`src/rtl/fifo_pkg.sv`:
```
// Shared sizing and reset defaults for the per-lane threshold FIFOs.
// Also carries the lane count used by the control FSM's empty_fifos vector.
package fifo_pkg;

    localparam int DATA_W  = 6;
    localparam int DEPTH   = 8;
    localparam int PTR_W   = 3;
    localparam int CNT_W   = 4;
    localparam int N_LANES = 8;

    localparam logic [2:0]       ALTO_DEF = 3'd6;
    localparam logic [2:0]       BAJO_DEF = 3'd1;
    localparam logic [CNT_W-1:0] FULL_CNT = 4'd8;

endpackage

```
`src/rtl/memoria_fifo.sv`:
```
// FIFO storage: DEPTH x DATA_W registers, synchronous write, combinational read.
// No reset; contents are undefined until written.
module memoria_fifo
    import fifo_pkg::*;
(
    input  logic              clk,
    input  logic              we,
    input  logic [PTR_W-1:0]  waddr,
    input  logic [DATA_W-1:0] wdata,
    input  logic [PTR_W-1:0]  raddr,
    output logic [DATA_W-1:0] rdata
);

    logic [DATA_W-1:0] mem [DEPTH];

    always_ff @(posedge clk) begin
        if (we) begin
            mem[waddr] <= wdata;
        end
    end

    assign rdata = mem[raddr];

endmodule

```
`src/rtl/fifo_umbrales.sv`:
```
// Per-lane FIFO with programmable almost-full/almost-empty thresholds.
// Define FIFO_ERROR_EN to build the sticky overflow/underflow flag.
module fifo_umbrales
    import fifo_pkg::*;
(
    input  logic              clk,
    input  logic              reset,
    input  logic              wr_en,
    input  logic [DATA_W-1:0] data_in,
    input  logic              rd_en,
    output logic [DATA_W-1:0] data_out,
    output logic              valid_out,
    input  logic              cfg_valid,
    input  logic [2:0]        umbral_bajo,
    input  logic [2:0]        umbral_alto,
    output logic              empty,
    output logic              full,
    output logic              almost_empty,
    output logic              almost_full,
    output logic              fifo_error
);

    logic [PTR_W-1:0]  wr_ptr;
    logic [PTR_W-1:0]  rd_ptr;
    logic [CNT_W-1:0]  count;
    logic [2:0]        alto_reg;
    logic [2:0]        bajo_reg;
    logic [DATA_W-1:0] rd_data;
    logic              push;
    logic              pop;

    // A pop in the same cycle frees the slot, so a full FIFO still accepts.
    assign push = wr_en && (!full || rd_en);
    assign pop  = rd_en && !empty;

    memoria_fifo u_mem (
        .clk   (clk),
        .we    (push),
        .waddr (wr_ptr),
        .wdata (data_in),
        .raddr (rd_ptr),
        .rdata (rd_data)
    );

    always_ff @(posedge clk or posedge reset) begin
        if (reset) begin
            wr_ptr <= '0;
            rd_ptr <= '0;
            count  <= '0;
        end else begin
            if (push) begin
                wr_ptr <= wr_ptr + 3'd1;
            end
            if (pop) begin
                rd_ptr <= rd_ptr + 3'd1;
            end
            unique case ({push, pop})
                2'b10:   count <= count + 4'd1;
                2'b01:   count <= count - 4'd1;
                default: count <= count;
            endcase
        end
    end

    always_ff @(posedge clk or posedge reset) begin
        if (reset) begin
            data_out  <= '0;
            valid_out <= 1'b0;
        end else begin
            valid_out <= pop;
            if (pop) begin
                data_out <= rd_data;
            end
        end
    end

    always_ff @(posedge clk or posedge reset) begin
        if (reset) begin
            alto_reg <= ALTO_DEF;
            bajo_reg <= BAJO_DEF;
        end else if (cfg_valid) begin
            alto_reg <= umbral_alto;
            bajo_reg <= umbral_bajo;
        end
    end

    assign empty        = (count == '0);
    assign full         = (count == FULL_CNT);
    assign almost_empty = (count <= {1'b0, bajo_reg});
    assign almost_full  = (count >= {1'b0, alto_reg});

`ifdef FIFO_ERROR_EN
    logic err_q;

    always_ff @(posedge clk or posedge reset) begin
        if (reset) begin
            err_q <= 1'b0;
        end else if ((wr_en && full && !rd_en) || (rd_en && empty)) begin
            err_q <= 1'b1;
        end
    end

    assign fifo_error = err_q;
`else
    assign fifo_error = 1'b0;
`endif

endmodule

```
`config.mk`:
```
export PLATFORM = sky130hd
export DESIGN_NAME = fifo_umbrales
export DESIGN_NICKNAME = d
export VERILOG_FILES = /design/src/rtl/fifo_pkg.sv /design/src/rtl/memoria_fifo.sv /design/src/rtl/fifo_umbrales.sv
export SDC_FILE = /design/constraint.sdc
export NUM_CORES = 1
export LEC_CHECK = 0
export ABC_CLOCK_PERIOD_IN_PS = 6360
export BUFFER_PORTS_ARGS = -buffer_cell sky130_fd_sc_hd__buf_4
export CORE_ASPECT_RATIO = 1.2
export CORE_MARGIN = 2
export CORE_UTILIZATION = 56
export CTS_BUF_LIST = sky130_fd_sc_hd__clkbuf_4
export DETAILED_ROUTE_END_ITERATION = 8
export GPL_TIMING_DRIVEN = 0
export PLACE_DENSITY = 0.78
export RECOVER_POWER = 100
export SLEW_MARGIN = 20
export SYNTH_ARGS = -nofsm -noshare
export SYNTH_HDL_FRONTEND = slang
export SYNTH_SLANG_ARGS = --single-unit
export TNS_END_PERCENT = 5
```
`constraint.sdc`:
```
create_clock -name clk -period 6.36 [get_ports clk]
set_input_delay 0.954 -clock clk [delete_from_list [all_inputs] [get_ports clk]]
set_output_delay 0.954 -clock clk [all_outputs]
set_load 0.02 [all_outputs]
```
==> summary.md, run 1 <==
| Metric | Value |
|---|---|
| Largest net degree at the start of global routing | 24 |
| Fin. Hold Viols | 0 |
| Cell count after synthesis | about 220 |
| Flop-to-flop setup slack | between 3000 and 4000 ps |
| Min-Delay Path Class | flip-flop to flip-flop |
| Fmax | 303 MHz |
| Synth Register Bits | roughly 70 |
| CP Launch Type | flip-flop |
| Synth top area share | 47.0% |
| Initial Util | 57.9% |
| CTS root buf | clkbuf_4 |
| Layout Skew | 21.5 ps |
| GPL Wtd Cong | 0.770 |
| Number of core rows | 29 |
| Grt ovf | 0 |
| DR top layer | met4 |
| Final setup viols | 0 |
| Max VDD drop | 0.200 mV |
| Post-synthesis mux area share | approximately a tenth |
| Vias in the first global route | 1,794 |
| Max stage delay on crit path | a little under 900 ps |
| Cell Chain, Critical Path | o41ai_1, clkinv_1, ha_1, ha_1, a21o_1, a2111oi_0, nand4b_1, nand3_1 |
| WP data arrival | 3610 ps |
| Met2 wire length | 2800 um |
| Num CTS Buffers | 9 |
| Worst setup path category | flip-flop to flip-flop |
| Minimum clock period | 3310 ps |
| Worst hold margin | roughly 500 ps |
| Setup Fix Bufs, Post-CTS | 0 |
| Number of flip-flops in the largest register | 48 |
| Area share of and/or/nand/nor cells after synthesis | 7.54% |
| Sum of negative setup slack | 0 ps |
| Final nets | 282 |
| Top delay family on crit path | compound AO/OA/AOI/OAI gates |
| Core area | 5300 um^2 |
| Total global routing track utilization | between 10% and 20% |
| Fill cells | 438 |
| Wire per inst | 16.7 um |
| Final ANT Viol Nets | 0 |
| Worst slew pin tran | 1300 ps |
| Port buffer count | 26 |
| Share of cells above drive strength 1 | 15.9% |
| CTS tree | built |
| Async S/R FF share, synth | 32.4% |
| Static Leak | 1.31 nW |
| PD cells | 423 nW/um^2 |
| Clock sinks | 71 |
| Critical Path End Type | flip-flop |
| Mean Syn Cell Area | 14.2 um^2 |
| Worst Path Buf+Inv | 1 |
| Routed length on met3 | 281 um |
| First-pass iteration count of the detailed router | 4 |
| Adder-Cell Fraction of Synth Area | under 10% |
| RSZ-0062 raised after global routing | false |
| # DRC | 0 |
| Complex-gate fraction of the synthesized area | 7.30% |
| Netlist cell types | 38 |
| H-tree depth | 3 |
| Most frequent CP cell | ha_1 |
| Mapped Area | 3070 um^2 |
| Post-CTS Resized | 0 |
| Synth area leaders | edfxtp_1 47%, dfrtp_1 16%, ha_1 4.5% |
| Final Max Tran Viols | 0 |
| Req. time, crit path | 6670 ps |
| Area Overhead vs Synth | 10.2% |
| Initial antenna violation count | 0 |
| Vias/cell | roughly 5.6 |
| Ys Warns | 0 |
| Final wirelength | 5340 um |
| Top reg by flops | u_mem.mem |
| Cell taking the most area after synthesis | edfxtp_1 |
| Diode count | 0 |
| Initial DRC Count | roughly 120 |
| Top post-synthesis cells by count | 48 x edfxtp_1, 24 x nand2_1, 20 x dfrtp_1 |
| Ratio of final minimum period to clock period | 52.0% |
| Clock-pin transition on the worst setup and hold timing paths | 110 ps |
| Regs by FF count | u_mem.mem x48, data_out x6, count x4 |
| Most frequent cell after synthesis | edfxtp_1 |
| Status | finished clean |
| DIE WIDTH | 71.6 um |
| Routed met1 length | 2120 um |
| Dominant synthesized flop cell | edfxtp_1 |
| Hold-fix buffers, CTS | 0 |
| CP max-delay cell | o41ai_1 |
| Syn Nets | 245 |
| Slew Limit Headroom | 12.2% |
| Detailed placement HPWL | around 3800 um |
| Post-synth EDFFs | 48 |
| Clock Latency Late Sink | between 400 and 500 ps |
| Max-cap violations | 0 |
| Xor and xnor fraction of the mapped netlist area | 1.71% |
| CP Max Fanout | 7 |
| Largest family of logic cells by synthesized area | multiplexers |
| Number of placed I/O pins | 29 |
| Max Root-Sink Buffers | 2 |
| Routed vias | 1,790 |
| Die Y | approximately 85 um |
| First-pass GRT wire length | 8650 um |
| Post-synthesis sequential area ratio | 65.9% |
| Die area | 6090 um^2 |
[area by class of cell]
| class | instances | area, um^2 | share of cell area, % |
|---|---|---|---|
| Buffer | 7 | 46.3 | 1.37 |
| Clock buffer | 10 | 75.1 | 2.22 |
| Clock inverter | 6 | 38.8 | 1.15 |
| Inverter | 11 | 42.5 | 1.26 |
| Multi-Input combinational cell | 127 | 950 | 28.1 |
| Sequential cell | 71 | 2020 | 59.7 |
| Tap cell | 62 | 77.6 | 2.29 |
| Timing Repair Buffer | 26 | 131 | 3.88 |
[placed cells by master (no fill, tap or decap), types with 2 or more instances in the layout]
cell        synthesis  layout
a21o_1              2       2
a21oi_1             2       2
a221o_1             6       6
buf_4               1       9
buf_6               2       2
clkbuf_1            2      20
clkbuf_4            0      11
clkinv_2            1       3
clkinvlp_4          0       2
dfrtp_1            20      20
dfstp_2             3       3
edfxtp_1           48      48
ha_1               11      11
inv_1               9       9
mux2_1              6       6
mux2_2              8       8
mux2i_1            13      13
nand2_1            24      24
nand2b_1            5       5
nand3_1             3       3
nor2_1              5       5
nor2b_1             2       2
nor3_1              5       5
nor4_1              2       2
o21ai_0             6      12
o22ai_1             6       6
xnor2_1             5       5
[metrics by stage]
| step | power (W) | utilization (%) | std cells | cell area [um^2] | worst slack [ps] |
|---|---|---|---|---|---|
| floorplan | 0.00107 | - | 216 | 3070 | 3750 |
| global placement | 0.00123 | 63.1 | 304 | 3340 | 3490 |
| detailed placement | 0.00125 | 63.2 | 304 | 3350 | 3400 |
| CTS | 0.00148 | 65.3 | 320 | 3460 | 3290 |
| global route | 0.00153 | 63.8 | 320 | 3380 | 2720 |
| finish | 0.00143 | 63.8 | 320 | 3380 | 3050 |
[final timing paths]
path / start / endpoint / cells after the start
max: count[1] / count[3] / 8
min: data_out[1] / data_out[1] / 2
max reg2reg: count[1] / count[3] / 8
min reg2reg: data_out[1] / data_out[1] / 2
max in group asynchronous: reset / wr_ptr[0] / 2
min in group asynchronous: reset / valid_out / 2
[tightest hold or removal path: stages (launching register included)]
cell and delay [ps]:
dfrtp_1 360, nand2_1 50, o21ai_0 60
[power breakdown]
part           internal (W)  switching [W]
Combinational      0.000220       0.000297
Clock             0.0000831       0.000152
Sequential         0.000601      0.0000775
[layer usage]
metal	track usage, %	vias up
met5	0	-
met4	9.95	0
met3	6.89	12
met2	32.6	49
met1	22.8	854
li1	-	875
[cells by family after synthesis]
family	Yosys count
compound gates	32
xor+xnor	6
fa+ha+maj	12
buf+inv	18
flops	71
mux	27
other cells	1
simple gates	49
No activity file was read; power rests on OpenSTA's default activity.
==> run 2, diff against run 1 <==
Settings changed: ABC_CLOCK_PERIOD_IN_PS 6360 to 3200.
Clock period 6.36 ns to 3.2 ns, I/O delays scaled along.
==> run 2 against run 1 <==
Net effect: global-route usage unchanged; cell count unchanged; first-iteration DRC count increased by 5.2%; sequential share of layout area decreased by 0.13 points; sequential cell count unchanged; setup slack got worse by 2800 ps; via count increased by 0.78%; maximum frequency increased by 14%; non-clock buffer count unchanged; highest routed layer unchanged; design area increased by 0.22%; routed wire length decreased by 0.34%.
==> summary.md, run 2 (same netlist as run 1, synthesis figures left out) <==
| Metric | Value |
|---|---|
| Post-CTS Resized | 0 (unchanged) |
| Number of core rows | 29 (unchanged) |
| Final Total Pwr | 0.00285 W (was 0.00143 W) |
| Setup Fix Bufs, Post-CTS | 0 (unchanged) |
| CP Max Fanout | 7 (unchanged) |
| Regs by FF count | u_mem.mem x48, data_out x6, count x4 (unchanged) |
| Fin. Hold Viols | 0 (unchanged) |
| Top reg by flops | u_mem.mem (unchanged) |
| Share of cells above drive strength 1 | 16.3% (was 15.9%) |
| GPL Wtd Cong | 0.770 (unchanged) |
| Grt ovf | 0 (unchanged) |
| Die area | 6090 um^2 (unchanged) |
| Commonest non-fill, non-tap cell in the layout | edfxtp_1 (unchanged) |
| Core area | 5300 um^2 (unchanged) |
| Initial antenna violation count | 0 (unchanged) |
| WP data arrival | 3200 ps (was 3610 ps) |
| Clock-pin transition on the worst setup and hold timing paths | 120 ps (was 110 ps) |
| Initial Util | 57.9% (unchanged) |
| First-pass iteration count of the detailed router | 4 (unchanged) |
| CTS root buf | clkbuf_4 (unchanged) |
| Number of flip-flops in the largest register | 48 (unchanged) |
| Wire per inst | 16.6 um (was 16.7 um) |
| Req. time, crit path | 3500 ps (was 6670 ps) |
| Hold-fix buffers, CTS | 0 (unchanged) |
| First-pass GRT wire length | 8650 um (unchanged) |
| Total global routing track utilization | 19.8% (unchanged) |
| Most frequent cells in the layout | 48 x edfxtp_1, 24 x nand2_1, 20 x clkbuf_1, 20 x dfrtp_1, 13 x mux2i_1 (unchanged) |
| Port buffer count | 26 (unchanged) |
| Diode count | 0 (unchanged) |
| Finished Core Util | 64.0% (was 63.8%) |
| Area Overhead vs Synth | 10.5% (was 10.2%) |
| Final nets | 282 (unchanged) |
| CP Launch Type | flip-flop (unchanged) |
| H-tree depth | 3 (unchanged) |
| Final wirelength | 5330 um (was 5340 um) |
| Worst slew pin tran | 1300 ps (about the same) |
| Worst setup path category | flip-flop to flip-flop (unchanged) |
| Static Leak | 1.32 nW (was 1.31 nW) |
| CTS tree | built (unchanged) |
| Clock Latency Late Sink | 420 ps (about the same) |
| Vias/cell | 5.64 (was 5.59) |
| Number of placed I/O pins | 29 (unchanged) |
| Detailed placement HPWL | 3770 um (unchanged) |
| Largest net degree at the start of global routing | 24 (unchanged) |
| Initial DRC Count | 122 (was 116) |
| DIE WIDTH | 71.6 um (unchanged) |
| Die Y | 85.1 um (unchanged) |
| # DRC | 0 (unchanged) |
| Min-Delay Path Class | primary input to asynchronous set/reset pin (was flip-flop to flip-flop) |
| Clock sinks | 71 (unchanged) |
| Status | finished clean (unchanged) |
| Sum of negative setup slack | 0 ps (unchanged) |
| Fmax | 345 MHz (was 303 MHz) |
| PD cells | 840 nW/um^2 (was 423 nW/um^2) |
| Slew Limit Headroom | 12.4% (was 12.2%) |
| Ratio of final minimum period to clock period | 90.7% (was 52.0%) |
| RSZ-0062 raised after global routing | false (unchanged) |
| Max VDD drop | 0.397 mV (was 0.200 mV) |
| Max-cap violations | 0 (unchanged) |
| Num CTS Buffers | 9 (unchanged) |
| Routed vias | 1,804 (was 1,790) |
| Final setup viols | 0 (unchanged) |
| Minimum clock period | 2900 ps (was 3310 ps) |
| Vias in the first global route | 1,794 (unchanged) |
| Final ANT Viol Nets | 0 (unchanged) |
| Max Root-Sink Buffers | 2 (unchanged) |
| Layout Skew | 21.1 ps (was 21.5 ps) |
| Final Max Tran Viols | 0 (unchanged) |
| Critical Path End Type | flip-flop (unchanged) |
| Flop-to-flop setup slack | 300 ps (was 3050 ps) |
[run 2: cell types whose count changed in the layout (fill, tap and decap cells not counted)]
cell        change
clkinv_1        -1
clkinv_2        +1
clkinvlp_2      -1
inv_1           +1
o41ai_1         -1
o41ai_2         +1
[run 2: per-stage QoR]
step / setup WS, ps / cells / instance area [um^2] / hold WS (ps)
after CTS: 270 / 320 / 3460 / 229
after global placement: 386 / 304 / 3340 / 483
after global routing: 107 / 320 / 3390 / 262
final: 298 / 320 / 3390 / 220
after floorplan: 635 / 216 / 3070 / 463
after detailed placement: 299 / 304 / 3350 / 478
[run 2: cell type report]
class	instances	area (um^2)
timing repair buffer	26	131
sequential	71	2020
inverter	11	42.5
multi-input combinational	127	957
clock inverter	6	38.8
tap	62	77.6
clock buffer	10	75.1
fill	436	1910
buffer	7	46.3
[run 2: per-layer routing]
metal  share of wire (%)  GRT usage, %  vias up  wire length (um)
met2                  53          32.6       47              2810
met5                   0             0        -                 0
met3                 5.2          6.89       11               275
met4                 2.4          9.95        0               129
met1                  40          22.8      868              2110
li1                    -             -      878                 -
[run 2: power by group]
part           internal (W)  switching [W]
Clock              0.000165       0.000301
Sequential          0.00119       0.000157
Combinational      0.000438       0.000590
Total               0.00180        0.00105
[run 2: worst paths after layout]
| kind | startpoint | endpoint | depth (start not counted) |
|---|---|---|---|
| setup reg to reg | count[1] | count[3] | 9 |
| min in group clk | umbral_alto[1] | alto_reg[1] | 3 |
| hold reg to reg | data_out[1] | data_out[1] | 2 |
| setup / recovery | count[1] | count[3] | 9 |
| hold / removal | reset | valid_out | 2 |
| max in group asynchronous | reset | wr_ptr[0] | 2 |
[run 2: worst max-delay path, cell delays in order, from the launching register on]
cell and delay (ps):
dfrtp_1 500, or4b_1 570, o21a_1 240, clkinv_2 120, ha_1 250, ha_1 260
a21o_1 210, a2111oi_0 410, nand4b_1 170, nand3_1 70
